File: src/rtl/gpdout_bank.sv
// gpdout_bank: multi-channel general-purpose output bank with
// atomic SET/CLR, timed one-shot PULSE masks and 1-cycle readback.
//
// Ports:
//   clk     in  1              rising-edge clock
//   reset   in  1              asynchronous active-high reset
//   en      in  1              bus select
//   wen     in  NB             per-byte-lane write enables (bus order)
//   ren     in  1              read request
//   addr    in  CW+2           [1:0] reg (DATA/SET/CLR/PULSE), [CW+1:2] channel
//   din     in  DATA_W         write data, bus order
//   rdata   out DATA_W         read data, bus order
//   rvalid  out 1              one-cycle read strobe
//   pins    out NUM_CH*DATA_W  channel c on [c*DATA_W +: DATA_W], pin order
//   busy    out NUM_CH         channel pulse active

module gpdout_bank #(
    parameter int NUM_CH     = 4,
    parameter int DATA_W     = 32,
    parameter int SWAP_BYTES = 1,
    parameter int PULSE_LEN  = 16,
    parameter int PULSE_W    = 16,
    localparam int NB        = DATA_W / 8,
    localparam int CW        = (NUM_CH > 1) ? $clog2(NUM_CH) : 1
) (
    input  logic                     clk,
    input  logic                     reset,
    input  logic                     en,
    input  logic [NB-1:0]            wen,
    input  logic                     ren,
    input  logic [CW+1:0]            addr,
    input  logic [DATA_W-1:0]        din,
    output logic [DATA_W-1:0]        rdata,
    output logic                     rvalid,
    output logic [NUM_CH*DATA_W-1:0] pins,
    output logic [NUM_CH-1:0]        busy
);

    localparam logic [1:0] REG_DATA  = 2'd0;
    localparam logic [1:0] REG_SET   = 2'd1;
    localparam logic [1:0] REG_CLR   = 2'd2;
    localparam logic [1:0] REG_PULSE = 2'd3;

    localparam logic [PULSE_W-1:0] CNT_LOAD = PULSE_W'(PULSE_LEN);
    localparam logic [PULSE_W-1:0] CNT_ONE  = PULSE_W'(1);

    // Bus lane -> pin byte index; the map is its own inverse,
    // so the same function serves the readback direction.
    function automatic int lane_map(input int i);
        return (SWAP_BYTES != 0) ? (NB - 1 - i) : i;
    endfunction

    logic [DATA_W-1:0]  base_q [NUM_CH];
    logic [DATA_W-1:0]  base_d [NUM_CH];
    logic [DATA_W-1:0]  mask_q [NUM_CH];
    logic [DATA_W-1:0]  mask_d [NUM_CH];
    logic [PULSE_W-1:0] cnt_q  [NUM_CH];
    logic [PULSE_W-1:0] cnt_d  [NUM_CH];

    logic [DATA_W-1:0]  rdata_q;
    logic [DATA_W-1:0]  rdata_d;
    logic               rvalid_q;
    logic               rvalid_d;

    logic [CW-1:0]      ch;
    logic [1:0]         rsel;
    logic               wr_en;
    logic               rd_en;
    logic [DATA_W-1:0]  rd_word;

    assign ch    = addr[CW+1:2];
    assign rsel  = addr[1:0];
    assign wr_en = en && (|wen);
    assign rd_en = en && ren;

    // Channel state: pulse countdown plus bus writes.
    // Channel indices >= NUM_CH never match the loop, so such
    // writes fall through with no state change.
    always_comb begin
        for (int c = 0; c < NUM_CH; c++) begin
            base_d[c] = base_q[c];
            mask_d[c] = mask_q[c];
            cnt_d[c]  = cnt_q[c];

            if (cnt_q[c] != '0) begin
                cnt_d[c] = cnt_q[c] - CNT_ONE;
                if (cnt_q[c] == CNT_ONE) begin
                    mask_d[c] = '0;
                end
            end

            if (wr_en && (ch == CW'(c))) begin
                case (rsel)
                    REG_DATA: begin
                        for (int i = 0; i < NB; i++) begin
                            if (wen[i]) begin
                                base_d[c][8*lane_map(i) +: 8] =
                                    din[8*i +: 8];
                            end
                        end
                    end
                    REG_SET: begin
                        for (int i = 0; i < NB; i++) begin
                            if (wen[i]) begin
                                base_d[c][8*lane_map(i) +: 8] =
                                    base_q[c][8*lane_map(i) +: 8]
                                    | din[8*i +: 8];
                            end
                        end
                    end
                    REG_CLR: begin
                        for (int i = 0; i < NB; i++) begin
                            if (wen[i]) begin
                                base_d[c][8*lane_map(i) +: 8] =
                                    base_q[c][8*lane_map(i) +: 8]
                                    & ~din[8*i +: 8];
                            end
                        end
                    end
                    REG_PULSE: begin
                        // Whole mask is replaced: unwritten lanes clear.
                        // A reload here also overrides the countdown,
                        // giving a gap-free retrigger.
                        mask_d[c] = '0;
                        for (int i = 0; i < NB; i++) begin
                            if (wen[i]) begin
                                mask_d[c][8*lane_map(i) +: 8] =
                                    din[8*i +: 8];
                            end
                        end
                        cnt_d[c] = CNT_LOAD;
                    end
                    default: begin
                    end
                endcase
            end
        end
    end

    // Readback samples the registered state, so a same-cycle
    // write to the same channel returns the pre-write value.
    always_comb begin
        rd_word = '0;
        for (int c = 0; c < NUM_CH; c++) begin
            if (ch == CW'(c)) begin
                rd_word = (rsel == REG_PULSE) ? mask_q[c] : base_q[c];
            end
        end
    end

    always_comb begin
        rvalid_d = rd_en;
        rdata_d  = rdata_q;
        if (rd_en) begin
            for (int i = 0; i < NB; i++) begin
                rdata_d[8*i +: 8] = rd_word[8*lane_map(i) +: 8];
            end
        end
    end

    always_ff @(posedge clk or posedge reset) begin
        if (reset) begin
            for (int c = 0; c < NUM_CH; c++) begin
                base_q[c] <= '0;
                mask_q[c] <= '0;
                cnt_q[c]  <= '0;
            end
            rdata_q  <= '0;
            rvalid_q <= 1'b0;
        end else begin
            for (int c = 0; c < NUM_CH; c++) begin
                base_q[c] <= base_d[c];
                mask_q[c] <= mask_d[c];
                cnt_q[c]  <= cnt_d[c];
            end
            rdata_q  <= rdata_d;
            rvalid_q <= rvalid_d;
        end
    end

    // Outputs come straight from flops; no combinational bus path.
    for (genvar c = 0; c < NUM_CH; c++) begin : g_out
        assign pins[c*DATA_W +: DATA_W] = base_q[c] ^ mask_q[c];
        assign busy[c]                  = (cnt_q[c] != '0);
    end

    assign rdata  = rdata_q;
    assign rvalid = rvalid_q;

endmodule
File: config.mk
export PLATFORM = sky130hd
export DESIGN_NAME = gpdout_bank
export DESIGN_NICKNAME = d
export VERILOG_FILES = /design/src/rtl/gpdout_bank.sv
export SDC_FILE = /design/constraint.sdc
export NUM_CORES = 1
export LEC_CHECK = 0
export ABC_AREA = 1
export CORE_ASPECT_RATIO = 0.9
export CORE_UTILIZATION = 50
export DETAILED_ROUTE_END_ITERATION = 16
export PLACE_DENSITY = 0.82
export SLEW_MARGIN = 40
export SYNTH_ARGS = -nofsm -noshare
export SYNTH_HDL_FRONTEND = slang
export SYNTH_SLANG_ARGS = --single-unit
File: constraint.sdc
create_clock -name clk -period 21.4 [get_ports clk]
set_input_delay 6.42 -clock clk [delete_from_list [all_inputs] [get_ports clk]]
set_output_delay 6.42 -clock clk [all_outputs]
set_load 0.01 [all_outputs]
==> flow_summary.yaml <==
status:
  status: "finished with violations"
  violations: "DRC"
synth:
  synth_fp_nets: 2717
  ys_top_cells_by_area: "dfrtp_1 44%, o21ai_0 15%, nand2_1 8.3%"
  yosysUniqueCellTypes: 33
  synth_compound_area_share_pct: 21.4
  avgSynthCellArea_um2: 7.52
  synthSimpleGateAreaFrac_pct: 20.2
  synthXorXnorAreaFrac_pct: 6.13
  synth.yosys.seq_area_share_pct: 44.2
  synth_fa_ha_area_share_pct: 0.751
  syn-instance-count: 2661
  yosys-mux-area-fraction_pct: 0
  synth_top_area_share_pct: 44.2
  yosys.area.top_type: "dfrtp_1"
  synth.cell_area_um2: 20000
  synth_top_family_by_area: "compound AO/OA/AOI/OAI gates"
  synth_warnings: 0
  ys_ff_latch: 353
cts:
  cts_tree: "done"
  cts_setup_buffers: 0
  clock_latency_ns: 0.55
  path_clk_slew_ns: 0.06
  post_cts_resized: 0
  clock-sinks: 353
  clock_path_buffers: 3
  cts_root_buf: "clkbuf_16"
  hold_buffers: 0
  numCtsBuffers: 39
  cts_max_level: 2
die:
  ios: 209
  start_util_pct: 50.7
  dieArea_um2: 40800
  rows: 69
  fp.coreArea_um2: 39500
  fp.dieH_um: 192
  die_w_um: 213
grt:
  grt_antenna_before_repair: 2
  grt_max_degree: 126
  grt_pass1_wl_mm: 104
  gr-total-overflow: 0
  gr-usage-all-layers_pct: 32.7
  grt_pass1_vias: 19400
pwr:
  powerDensity_nw_per_um2: 110
  power.leakage_nw: 10.9
  power.total_w: 0.00260
  irDropWorstVdd_v: 0.0000640
route:
  drc: 2
  via_count: 20100
  ant_nets: 0
  drtPass1Iterations: 12
  wl_per_cell_um: 19.9
  drt-vias-per-instance: 6.02
  wirelength_mm: 66.5
  drt_iter0_drc: 2362
setup_path:
  worst_setup_path_start_kind: "input pin"
  cp_slowest_stage_delay_ns: 0.83
  cp-end-kind: "register"
  critPathMaxFanout: 63
  crit_chain: "clkdlybuf4s50_1 -> inv_1 -> nor2_2 -> nand3_1 -> nor2_2 -> inv_4 -> nand3_1 -> o21ai_0"
  critPathRequiredTime_ns: 21.77
  critical_path_arrival_ns: 10.20
  worstSetupPathType: "input pin to register"
  slowest_stage: "nor2_2"
sta:
  final.setup.tns_ns: 0
  setup_violations: 0
  post-route-period-util_pct: 45.9
  finClkSkew_ns: 0.0225
  max_slew_margin_pct: 42.3
  period_minus_slack_ns: 9.83
  rsz0062_at_grt: "false"
  tightest_slew_ns: 0.865
  drv_slew: 0
  max_freq_mhz: 102
  hold_viol_final: 0
place:
  gp_congestion: 0.939
  place_inst: 3277
  dpl.hpwl_mm: 41.0
  io_buffers: 208
finish:
  stdcell_count: 3340
  antenna_cells: 0
  fillCellCount: 3447
  regArea_um2: 8830
  final_util_pct: 59.7
  final_net_count: 2842
  drive_gt1_share_pct: 4.45
  multi_input_area_um2: 9780
  areaGrowthSynthToFinish_pct: 17.8
min_path:
  hp-class: "register to register"
job:
  max_cap_violations: 0
[layer usage]
metal / up-vias / part of all wire [%] / global-route usage (%)
met2: 1273 / 45 / 50.4
li1: 9084 / - / -
met3: 255 / 13 / 7.68
met1: 9478 / 38 / 43.2
met5: - / 0.035 / 0
met4: 4 / 5.0 / 16.2
[path summary, 6_finish.rpt]
kind                       slack [ns]  cells past startpoint      start     endpoint
max                             11.57                      8    addr[3]   mask_q[48]
min                              0.51                      2  rdata[22]    rdata[22]
max reg2reg                     19.18                      8  cnt_q[48]  mask_q[118]
min reg2reg                      0.51                      2  rdata[22]    rdata[22]
max in group asynchronous       13.75                      3      reset    rdata[19]
min in group asynchronous        6.41                      2      reset    rdata[11]
[report_power, final]
group          leakage (nW)  total [W]  switching [W]  internal (W)
clock network         0.596   0.000657       0.000276      0.000381
logic                  5.90   0.000928       0.000523      0.000405
registers              4.44    0.00102       0.000174      0.000843
[critical path, delay by kind of cell]
family	cells	cell delay, ns
AO/OA/AOI/OAI	1	0.12
AND/OR/NAND/NOR	4	2.47
buffers and inverters	3	1.14
[metrics by stage]
stage	hold WS [ns]	worst slack (ns)	cell area, um2
after floorplan	0.482	5.19	20000
after global placement	0.492	11.03	22300
after detailed placement	0.502	11.20	22400
after CTS	0.515	11.74	23600
after global routing	0.532	11.50	23600
final	0.510	11.57	23600
[flip-flops by register name, summed over array words and instances, names as in the netlist]
register  count
cnt_q        64
base_q      128
rdata        32
mask_q      128
rvalid        1
[kinds of logic after synthesis]
group / count (synthesis)
buffers and inverters: 358
AO/OA/AOI/OAI: 832
XOR/XNOR: 140
flip-flops: 353
AND/OR/NAND/NOR: 966
adder cells (fa/ha/maj): 12
[layout make-up]
| cell class | instances | area share [%] |
|---|---|---|
| Sequential cell | 353 | 37.5 |
| Inverter | 210 | 3.44 |
| Timing Repair Buffer | 232 | 9.62 |
| Clock buffer | 58 | 4.87 |
| Multi-Input combinational cell | 1950 | 41.5 |
| Clock inverter | 5 | 0.276 |
| Tap cell | 532 | 2.82 |
[cell usage after synthesis]
cell type	count
a21oi_1	160
and2_1	1
buf_1	4
buf_2	48
buf_4	10
buf_6	3
clkbuf_1	82
clkbuf_2	1
dfrtp_1	353
ha_1	12
inv_1	206
inv_2	2
inv_4	2
nand2_1	444
nand2_2	4
nand3_1	179
nand3b_1	7
nand4_1	12
nor2_1	281
nor2_2	6
nor2_4	9
nor3_1	19
nor3_4	1
nor3b_1	1
o211ai_1	21
o21ai_0	601
o21ai_1	35
o21ai_4	3
o22ai_1	11
o22ai_4	1
or2_2	2
xnor2_1	1
xor2_1	139
[placed cells by master, fill, tap and decap left out, types with 11 or more instances in the layout]
cell,n
o21ai_0,601
nand2_1,444
dfrtp_1,353
nor2_1,277
clkdlybuf4s50_1,207
inv_1,201
nand3_1,175
a21oi_1,160
xor2_1,139
clkbuf_16,40
o21ai_1,35
buf_4,22
o211ai_1,21
nor3_1,19
nand4_1,12
o22ai_1,11
(Power assumes the default switching activity.)
